===== src/rtl/dmem_lsu_pkg.sv =====
// Shared types for the MEM-stage load/store controller.
package dmem_lsu_pkg;

    typedef enum logic [1:0] {
        S_IDLE,
        S_REQ,
        S_WAIT,
        S_DONE
    } lsu_state_t;

    localparam logic [2:0] F3_B  = 3'b000;
    localparam logic [2:0] F3_H  = 3'b001;
    localparam logic [2:0] F3_W  = 3'b010;
    localparam logic [2:0] F3_BU = 3'b100;
    localparam logic [2:0] F3_HU = 3'b101;

endpackage


===== src/rtl/dmem_store_align.sv =====
// Store lane alignment: byte enables and replicated write data
// from funct3, the low address bits and right-justified store data.
module dmem_store_align
    import dmem_lsu_pkg::*;
(
    input  logic [2:0]  funct3_i,
    input  logic [1:0]  addr_lo_i,
    input  logic [31:0] wd_i,
    output logic [3:0]  be_o,
    output logic [31:0] wdata_o
);

    always_comb begin
        be_o    = 4'b1111;
        wdata_o = wd_i;
        unique case (1'b1)
            (funct3_i == F3_B): begin
                be_o    = 4'b0001 << addr_lo_i;
                wdata_o = {4{wd_i[7:0]}};
            end
            (funct3_i == F3_H): begin
                be_o    = 4'b0011 << {addr_lo_i[1], 1'b0};
                wdata_o = {2{wd_i[15:0]}};
            end
            default: ;
        endcase
    end

endmodule


===== src/rtl/dmem_lsu_ctrl.sv =====
// MEM-stage load/store bus controller (req/gnt + rvalid bus).
// Optional watchdog abort enabled by defining DMEM_LSU_TIMEOUT_EN.
module dmem_lsu_ctrl
    import dmem_lsu_pkg::*;
#(
    parameter int unsigned TIMEOUT_CYCLES = 255
) (
    input  logic        clk,
    input  logic        reset,
    input  logic        MemReadM,
    input  logic        MemWriteM,
    input  logic [2:0]  funct3M,
    input  logic [31:0] ALUResultM,
    input  logic [31:0] WriteDataM,
    output logic        StallM,
    output logic        MemFaultM,
    output logic        BusErrM,
    output logic [31:0] ReadData,
    output logic        dmem_req,
    output logic        dmem_we,
    output logic [31:0] dmem_addr,
    output logic [3:0]  dmem_be,
    output logic [31:0] dmem_wdata,
    input  logic        dmem_gnt,
    input  logic        dmem_rvalid,
    input  logic [31:0] dmem_rdata
);

    lsu_state_t  state_q, state_d;
    logic        req_q, req_d;
    logic        we_q, we_d;
    logic        buserr_q, buserr_d;
    logic [31:0] addr_q, addr_d;
    logic [31:0] wdata_q, wdata_d;
    logic [31:0] rdata_q, rdata_d;
    logic [3:0]  be_q, be_d;
    logic [3:0]  sa_be;
    logic [31:0] sa_wdata;
    logic        memop, fault;
    logic        ld_bad, st_bad, misal;
    logic        tmo_hit;

    dmem_store_align u_align (
        .funct3_i  (funct3M),
        .addr_lo_i (ALUResultM[1:0]),
        .wd_i      (WriteDataM),
        .be_o      (sa_be),
        .wdata_o   (sa_wdata)
    );

    assign memop  = MemReadM | MemWriteM;
    assign ld_bad = (funct3M == 3'b011) | (funct3M[2:1] == 2'b11);
    assign st_bad = funct3M > F3_W;
    assign misal  = ((funct3M[1:0] == 2'b01) & ALUResultM[0])
                  | ((funct3M == F3_W) & (|ALUResultM[1:0]));
    assign fault  = memop & ((MemReadM & MemWriteM)
                  | (MemReadM & ld_bad)
                  | (MemWriteM & st_bad)
                  | misal);

`ifdef DMEM_LSU_TIMEOUT_EN
    localparam int CW = $clog2(TIMEOUT_CYCLES + 1);
    logic [CW-1:0] cnt_q, cnt_d;

    always_comb begin
        cnt_d = cnt_q;
        if (state_q == S_IDLE)
            cnt_d = '0;
        else if (state_q == S_REQ || state_q == S_WAIT)
            cnt_d = cnt_q + CW'(1);
    end

    always_ff @(posedge clk or posedge reset) begin
        if (reset) cnt_q <= '0;
        else       cnt_q <= cnt_d;
    end

    // Fires during the TIMEOUT_CYCLES-th REQ/WAIT cycle
    assign tmo_hit = (state_q == S_REQ || state_q == S_WAIT)
                   && (cnt_q == CW'(TIMEOUT_CYCLES - 1));
`else
    logic unused_tmo;
    assign unused_tmo = (TIMEOUT_CYCLES > 0);
    assign tmo_hit    = 1'b0;
`endif

    always_comb begin
        state_d  = state_q;
        req_d    = req_q;
        we_d     = we_q;
        addr_d   = addr_q;
        be_d     = be_q;
        wdata_d  = wdata_q;
        rdata_d  = rdata_q;
        buserr_d = 1'b0;
        StallM   = 1'b0;
        unique case (state_q)
            S_IDLE: begin
                if (memop && !fault) begin
                    StallM  = 1'b1;
                    state_d = S_REQ;
                    req_d   = 1'b1;
                    we_d    = MemWriteM;
                    addr_d  = {ALUResultM[31:2], 2'b00};
                    be_d    = MemWriteM ? sa_be : 4'b1111;
                    wdata_d = sa_wdata;
                end
            end
            S_REQ: begin
                StallM = 1'b1;
                if (dmem_gnt) begin
                    req_d = 1'b0;
                    if (we_q) begin
                        state_d = S_DONE;
                    end else if (dmem_rvalid) begin
                        rdata_d = dmem_rdata;
                        state_d = S_DONE;
                    end else begin
                        state_d = S_WAIT;
                    end
                end else if (tmo_hit) begin
                    req_d    = 1'b0;
                    rdata_d  = '0;
                    buserr_d = 1'b1;
                    state_d  = S_DONE;
                end
            end
            S_WAIT: begin
                StallM = 1'b1;
                if (dmem_rvalid) begin
                    rdata_d = dmem_rdata;
                    state_d = S_DONE;
                end else if (tmo_hit) begin
                    rdata_d  = '0;
                    buserr_d = 1'b1;
                    state_d  = S_DONE;
                end
            end
            S_DONE:  state_d = S_IDLE;
            default: state_d = S_IDLE;
        endcase
    end

    always_ff @(posedge clk or posedge reset) begin
        if (reset) begin
            state_q  <= S_IDLE;
            req_q    <= 1'b0;
            we_q     <= 1'b0;
            addr_q   <= '0;
            be_q     <= '0;
            wdata_q  <= '0;
            rdata_q  <= '0;
            buserr_q <= 1'b0;
        end else begin
            state_q  <= state_d;
            req_q    <= req_d;
            we_q     <= we_d;
            addr_q   <= addr_d;
            be_q     <= be_d;
            wdata_q  <= wdata_d;
            rdata_q  <= rdata_d;
            buserr_q <= buserr_d;
        end
    end

    assign MemFaultM  = fault;
    assign BusErrM    = buserr_q;
    assign ReadData   = rdata_q;
    assign dmem_req   = req_q;
    assign dmem_we    = we_q;
    assign dmem_addr  = addr_q;
    assign dmem_be    = be_q;
    assign dmem_wdata = wdata_q;

endmodule


===== config.mk =====
export PLATFORM = sky130hd
export DESIGN_NAME = dmem_lsu_ctrl
export DESIGN_NICKNAME = d
export VERILOG_FILES = /design/src/rtl/dmem_lsu_pkg.sv /design/src/rtl/dmem_store_align.sv /design/src/rtl/dmem_lsu_ctrl.sv
export SDC_FILE = /design/constraint.sdc
export NUM_CORES = 1
export LEC_CHECK = 0
export CORE_MARGIN = 2
export CORE_UTILIZATION = 41
export DETAILED_ROUTE_END_ITERATION = 8
export GPL_TIMING_DRIVEN = 0
export PLACE_DENSITY = 0.81
export SLEW_MARGIN = 20
export SYNTH_ARGS = -nofsm -noshare
export SYNTH_HDL_FRONTEND = slang
export SYNTH_SLANG_ARGS = --single-unit

===== constraint.sdc =====
create_clock -name clk -period 3.8 [get_ports clk]
set_input_delay 0.76 -clock clk [delete_from_list [all_inputs] [get_ports clk]]
set_output_delay 0.76 -clock clk [all_outputs]
set_load 0.005 [all_outputs]

==> reports/qor.yml, run 1 <==
layout:
  nFillCells: 872
  final_util_pct: 64.3
  stdcell_count: 676
  area_delta_synth_final_pct: 53.7
  final_nets: 640
  drive_above_1_share_pct: 27.1
pwr:
  power.density_nw_per_um2: 707
  power_mw: 4.90
  leakage_nw: 2.96
  ir_worst_vdd_mv: 0.335
logic_synthesis:
  synth_area_um2: 4510
  yosys.area.top_type_share_pct: 56.6
  netlist_top_cells_count: "dfrtp_1 (102), mux2_2 (96), mux2_4 (19)"
  ys_seq_elements: 102
  ys_seq_area_share_pct: 56.6
  synthDistinctLibCells: 32
  avgSynthCellArea_um2: 14.4
  yosys_warnings: 0
  synth_top_cell_by_area: "dfrtp_1"
  synth_most_common_cell: "dfrtp_1"
  async_flop_share_pct: 100
  synth.area.top_cells: "dfrtp_1 (57%), mux2_2 (24%), mux2_4 (6.3%)"
  synth_edf_count: 0
  synth_cells: 313
  ys.flop_type: "dfrtp_1"
sta:
  rsz0062_at_grt: "false"
  hold_viol_final: 0
  slew_headroom_pct: 32.1
  fmax_mhz: 277
  layout_min_cycle_time_ns: 3.61
  worst_pin_slew_ns: 1.01
  setup_ws_ns: 0.190
  layout_worst_path_cycle_share_pct: 95.0
  finClkSkew_ns: 0.0112
  final_max_slew_viol_count: 0
  setup_viol: 0
global_routing:
  grt_pass1_vias: 3467
  grt_pass1_wl_um: 17800
  grt_usage_pct: 19.8
  grt_max_degree: 72
  antenna_found_initial: 1
  grt_overflow: 0
cts:
  cts-hold-fix-buffers: 0
  cts-root-buf: "clkbuf_8"
  cts_tree: "built"
  cts_buffer_depth: 2
  cts_buffers: 9
  htree_levels: 3
  cts_sinks: 102
  clk_pin_slew_worst_paths_ns: 0.08
  clock_latency_ns: 0.37
  cts_setup_buffers: 0
hold_path:
  hp-start: "ReadData[8]"
  hp-class: "register to register"
  hold_depth: 1
  whs_endpoint: "ReadData[8]"
placed_design:
  globalplace.congestion: 0.769
  portBuffers: 204
  place_hpwl_um: 8640
  place_inst: 660
  pre_cts_ws_ns: -0.263
route:
  num_vias: 3242
  dr.pass1.iters: 4
  via_per_inst: 4.80
  wl_um: 11400
  ant_nets: 0
  drt-initial-drc-count: 94
  wl_per_cell_um: 16.8
  drc_errors: 0
floorplanning:
  dieArea_um2: 11900
  die_h_um: 109
  die_w_um: 109
  start_util_pct: 41.8
  fp-row-count: 38
  core_area_um2: 10800
  ios: 210
critical_path:
  cp-startpoint: "MemReadM"
  endpoint_kind: "primary output"
  reg2reg_depth: 8
  rrSetupSlack_ns: 1.55
  cp.required_ns: 3.04
  arrival_ns: 2.85
  crit_fanout: 10
  path_class: "input port to primary output"
  r2r_end: "dmem_wdata[20]"
  start_kind: "input port"
  rr_startpoint: "state_q[1]"
outcome:
  outcome: "finished, final reports clean"
job:
  drv_cap: 0
-- worst max-delay path by stage --
stage / end / slack [ns]
CTS: StallM / 0.17
floorplan: ReadData[0] / 0.36
global route: StallM / 0.05
global placement: dmem_wdata[23] / -1.11
finish: StallM / 0.19
detailed placement: StallM / -0.26
-- cell usage in the layout, fill, tap and decap left out, types with 2 or more instances in the layout --
cell,count
clkdlybuf4s50_1,201
dfrtp_1,102
mux2_2,96
mux2_4,19
nor2_1,17
clkbuf_8,10
mux2i_1,9
inv_1,9
a21oi_1,9
buf_2,6
clkbuf_1,5
o211ai_1,5
buf_1,4
ha_1,4
o21ai_0,3
buf_6,3
nand2_1,3
buf_4,3
conb_1,3
dlygate4sd2_1,3
o41ai_1,2
-- area by class of cell --
cell class                 instances  area (µm²)  share of cell area [%]
sequential                       102        2550                    36.8
timing repair buffer             205        2070                    29.8
multi-input combinational        184        1820                    26.2
tap                              140         175                    2.53
clock buffer                      12         145                    2.09
buffer                            19         113                    1.62
inverter                          10        42.5                   0.613
clock inverter                     3        21.3                   0.307
antenna                            1        2.50                  0.0361
-- where the power goes --
| group | internal [mW] | switching [mW] | leakage [nW] |
|---|---|---|---|
| Clock | 0.254 | 0.357 | 0.0824 |
| Combinational | 1.65 | 0.713 | 1.68 |
| Sequential | 1.64 | 0.292 | 1.20 |
-- metrics by stage --
stage	instance area, µm²	TNS [ns]	hold WS (ns)
2_1_floorplan	4520	0	0.504
3_3_place_gp	6740	-112.66	0.485
3_5_place_dp	6770	-0.263	0.491
4_1_cts	6930	0	0.513
5_1_grt	6940	0	0.519
6_report	6940	0	0.509
-- registers in the layout (all words and copies together), names as in the netlist --
| register | cells |
|---|---|
| ReadData | 32 |
| dmem_wdata | 32 |
| dmem_req | 1 |
| state_q | 2 |
| dmem_we | 1 |
| dmem_be | 4 |
| dmem_addr | 30 |
-- metal layers --
layer | share of wire, % | GRT usage [%] | vias to the layer above
li1 | - | - | 1536
met1 | 39 | 23.3 | 1555
met2 | 50 | 33.5 | 131
met3 | 8.6 | 5.74 | 20
met4 | 2.5 | 9.07 | 0
met5 | 0 | 0 | -
-- what timing repair did --
| action | 4_1_cts | 5_1_grt |
|---|---|---|
| setup endpoints to repair | 1 | 0 |
| resized for setup | 3 | 0 |
| hold endpoints to repair | 0 | 0 |
-- cells by family (layout without fill, tap and decap cells) --
logic type	count (synthesis)	after routing	share of synthesized area, %
AO/OA/AOI/OAI	27	27	4.05
adder cells (fa/ha/maj)	4	4	1.11
buffers and inverters	29	249	3.33
flip-flops	102	102	56.6
multiplexers	124	124	32.3
other	1	4	0.0831
AND/OR/NAND/NOR	26	26	2.61
-- critical path, stage by stage --
cell             delay, ns
clkdlybuf4s50_1       0.48
mux2i_1               0.20
o32ai_2               0.15
or3_1                 0.36
buf_2                 0.16
buf_6                 0.15
buf_6                 0.17
a21oi_1               0.15
dlygate4sd2_1         0.27
(Power assumes the default switching activity.)
==> run 2, diff against run 1 <==
- ABC_AREA: default -> 1
==> run 2 against run 1 <==
Sequential power is 2% lower. Synthesized cell count grew 70%. Final cell count up 32%. Design area grew 0.27%. First-iteration DRC count rose to 3.1 times the previous value. Register-to-register slack improved by 0.08 ns. Die area decreased by 1.6%. Worst hold slack got worse by 0.020 ns. Routed wire length rose by 19%. Synthesized area shrank 1.7%. Fmax increased by 0.72%. Via count is 33% higher.
==> reports/qor.yml, run 2 <==
global_routing:
  grt_max_degree: 76  # was 72
  grt_pass1_vias: 4226  # was 3467
  grt_usage_pct: 23.0  # was 19.8%
  antenna_found_initial: 0  # was 1
  grt_pass1_wl_um: 20900  # was 17800 µm
  grt_overflow: 0  # unchanged
placed_design:
  place_hpwl_um: 10500  # was 8640 µm
  place_inst: 878  # was 660
  portBuffers: 206  # was 204
  globalplace.congestion: 0.885  # was 0.769
  postPlaceCellArea_um2: 6710  # was 6770 µm²
logic_synthesis:
  netlist_top_cells_count: "nand2_1 (126), inv_1 (103), dfrtp_1 (102)"  # was dfrtp_1 (102), mux2_2 (96), mux2_4 (19)
  avgSynthCellArea_um2: 8.33  # was 14.4 µm²
  synth_cells: 533  # was 313
  synth.area.top_cells: "dfrtp_1 (58%), nand2_1 (11%), inv_1 (8.7%)"  # was dfrtp_1 (57%), mux2_2 (24%), mux2_4 (6.3%)
  synth_edf_count: 0  # unchanged
  ys_seq_area_share_pct: 57.5  # was 56.6%
  synth_top_cell_by_area: "dfrtp_1"  # unchanged
  yosys_warnings: 0  # unchanged
  synth_most_common_cell: "nand2_1"  # was dfrtp_1
  yosys.area.top_type_share_pct: 57.5  # was 56.6%
  ys_seq_elements: 102  # unchanged
  ys.flop_type: "dfrtp_1"  # unchanged
  synth_area_um2: 4440  # was 4510 µm²
  async_flop_share_pct: 100  # unchanged
  synthDistinctLibCells: 21  # was 32
pwr:
  p_int_mw: 3.22  # was 3.54 mW
  power_frac_clock_pct: 16.1  # was 12.5%
  netSwitchingPower_mw: 1.58  # was 1.36 mW
  power.density_nw_per_um2: 690  # was 707 nW/µm²
  combPwrFrac_pct: 44.6  # was 48.2%
  leakage_nw: 3.40  # was 2.96 nW
  swShare_pct: 32.9  # was 27.8%
  power_mw: 4.80  # was 4.90 mW
  ir_worst_vdd_mv: 0.371  # was 0.335 mV
  seq_power_share_pct: 39.3  # was 39.4%
critical_path:
  crit_fanout: 10  # unchanged
  arrival_ns: 2.82  # was 2.85 ns
  r2r_end: "ReadData[12]"  # was dmem_wdata[20]
  reg2reg_depth: 6  # was 8
  rrSetupSlack_ns: 1.63  # was 1.55 ns
  path_class: "input port to primary output"  # unchanged
  start_kind: "input port"  # unchanged
  endpoint_kind: "primary output"  # unchanged
  cp.required_ns: 3.04  # about the same
  cp-startpoint: "funct3M[1]"  # was MemReadM
  rr_startpoint: "state_q[0]"  # was state_q[1]
  critPathCapture: "StallM"  # unchanged
job:
  drv_cap: 0  # unchanged
floorplanning:
  die_h_um: 108  # was 109 µm
  ios: 210  # unchanged
  die_w_um: 108  # was 109 µm
  start_util_pct: 42.6  # was 41.8%
  fp-row-count: 37  # was 38
  dieArea_um2: 11700  # was 11900 µm²
  core_area_um2: 10400  # was 10800 µm²
layout:
  mostFrequentLayoutCells: "clkdlybuf4s50_1 (205), nand2_1 (126), dfrtp_1 (102), inv_1 (102), o21ai_0 (68)"  # was clkdlybuf4s50_1 (201), dfrtp_1 (102), mux2_2 (96)
  fin_area_um2: 6950  # was 6940 µm²
  stdcell_count: 894  # was 676
  antenna_cells: 0  # was 1
  drive_above_1_share_pct: 4.62  # was 27.1%
  area_delta_synth_final_pct: 56.7  # was 53.7%
  final_util_pct: 66.8  # was 64.3%
  final_nets: 862  # was 640
  layout_commonest_cell: "clkdlybuf4s50_1"  # unchanged
cts:
  htree_levels: 3  # unchanged
  clk_pin_slew_worst_paths_ns: 0.10  # was 0.08 ns
  cts_setup_buffers: 0  # unchanged
  cts_buffer_depth: 2  # unchanged
  cts-hold-fix-buffers: 0  # unchanged
  cts_sinks: 102  # unchanged
  cts_tree: "built"  # unchanged
  cts-root-buf: "clkbuf_8"  # unchanged
  cts_buffers: 9  # unchanged
  clock_latency_ns: 0.36  # was 0.37 ns
route:
  dr.pass1.iters: 4  # unchanged
  via_per_inst: 4.81  # was 4.80
  drc_errors: 0  # unchanged
  ant_nets: 0  # unchanged
  drt-initial-drc-count: 293  # was 94
  wl_per_cell_um: 15.1  # was 16.8 µm
  num_vias: 4296  # was 3242
  wl_um: 13500  # was 11400 µm
sta:
  worst_pin_slew_ns: 0.800  # was 1.01 ns
  fmax_mhz: 279  # was 277 MHz
  slew_headroom_pct: 46.6  # was 32.1%
  final_max_slew_viol_count: 0  # unchanged
  layout_min_cycle_time_ns: 3.58  # was 3.61 ns
  setup_viol: 0  # unchanged
  layout_worst_path_cycle_share_pct: 94.3  # was 95.0%
  rsz0062_at_grt: "false"  # unchanged
  finClkSkew_ns: 0.0128  # was 0.0112 ns
  hold_viol_final: 0  # unchanged
hold_path:
  hp-class: "register to register"  # unchanged
outcome:
  outcome: "finished, final reports clean"  # unchanged
==> run 2: cell families (layout without fill, tap and decap cells) <==
logic type | Yosys count | count (layout) | share of synthesized area (%)
flops | 102 | 102 | 57.5
other cells | 1 | 3 | 0.0845
buf+inv | 131 | 354 | 11.6
simple gates | 155 | 155 | 13.7
fa+ha+maj | 4 | 4 | 1.13
compound gates | 140 | 140 | 16.0
==> run 2: final cells by class <==
type	instances	area (µm²)
sequential	102	2550
clock inverter	7	105
timing repair buffer	207	2090
inverter	104	395
tap	136	170
buffer	27	124
fill	877	3460
clock buffer	9	124
multi-input combinational	302	1390
==> run 2: critical path, cell delays in order <==
cell	delay (ns)
clkdlybuf4s50_1	0.45
inv_1	0.09
nand2_1	0.07
nand2_1	0.06
nor2_1	0.04
nor2_2	0.19
nand4_4	0.19
buf_2	0.25
a21oi_1	0.18
clkdlybuf4s50_1	0.53
==> run 2: repair_timing <==
item | CTS | global route
gates resized for setup | 2 | 2
pin swaps | 0 | 0
endpoints found under the hold margin | 0 | 0
setup endpoints to repair | 1 | 1
==> run 2: worst min path at each step <==
stage                         from        endpoint  cells past startpoint
finish                    dmem_req        dmem_req                      2
global route        dmem_wdata[16]  dmem_wdata[16]                      2
CTS                       dmem_req        dmem_req                      2
detailed placement        dmem_req        dmem_req                      2
global placement          dmem_req        dmem_req                      2
floorplan                 dmem_req        dmem_req                      2
==> run 2: power by group through the flow <==
stage                     sequential, mW  clock, mW  combinational [mW]
after global placement              1.87          0                2.08
after floorplan                     1.91          0               0.723
after CTS                           1.88      0.785                2.17
after global routing                1.94      0.836                2.36
after detailed placement            1.90          0                2.16
final                               1.89      0.771                2.14
==> run 2: metrics by stage <==
step / setup TNS, ns / hold slack, ns / setup slack, ns
global route: 0 / 0.508 / 0.0708
CTS: 0 / 0.490 / 0.0784
floorplan: 0 / 0.464 / 0.365
finish: 0 / 0.489 / 0.216
global placement: -108.28 / 0.462 / -1.07
detailed placement: -0.0888 / 0.462 / -0.0888
==> run 2: per-layer routing <==
| metal | global-route usage (%) | vias to the layer above | share of wire [%] | routed length [µm] |
|---|---|---|---|---|
| li1 | - | 2082 | - | - |
| met5 | 0 | - | 0 | 0 |
| met1 | 28.5 | 2025 | 41 | 5490 |
| met2 | 40.2 | 160 | 52 | 6970 |
| met3 | 3.86 | 29 | 4.8 | 652 |
| met4 | 8.79 | 0 | 3.0 | 410 |
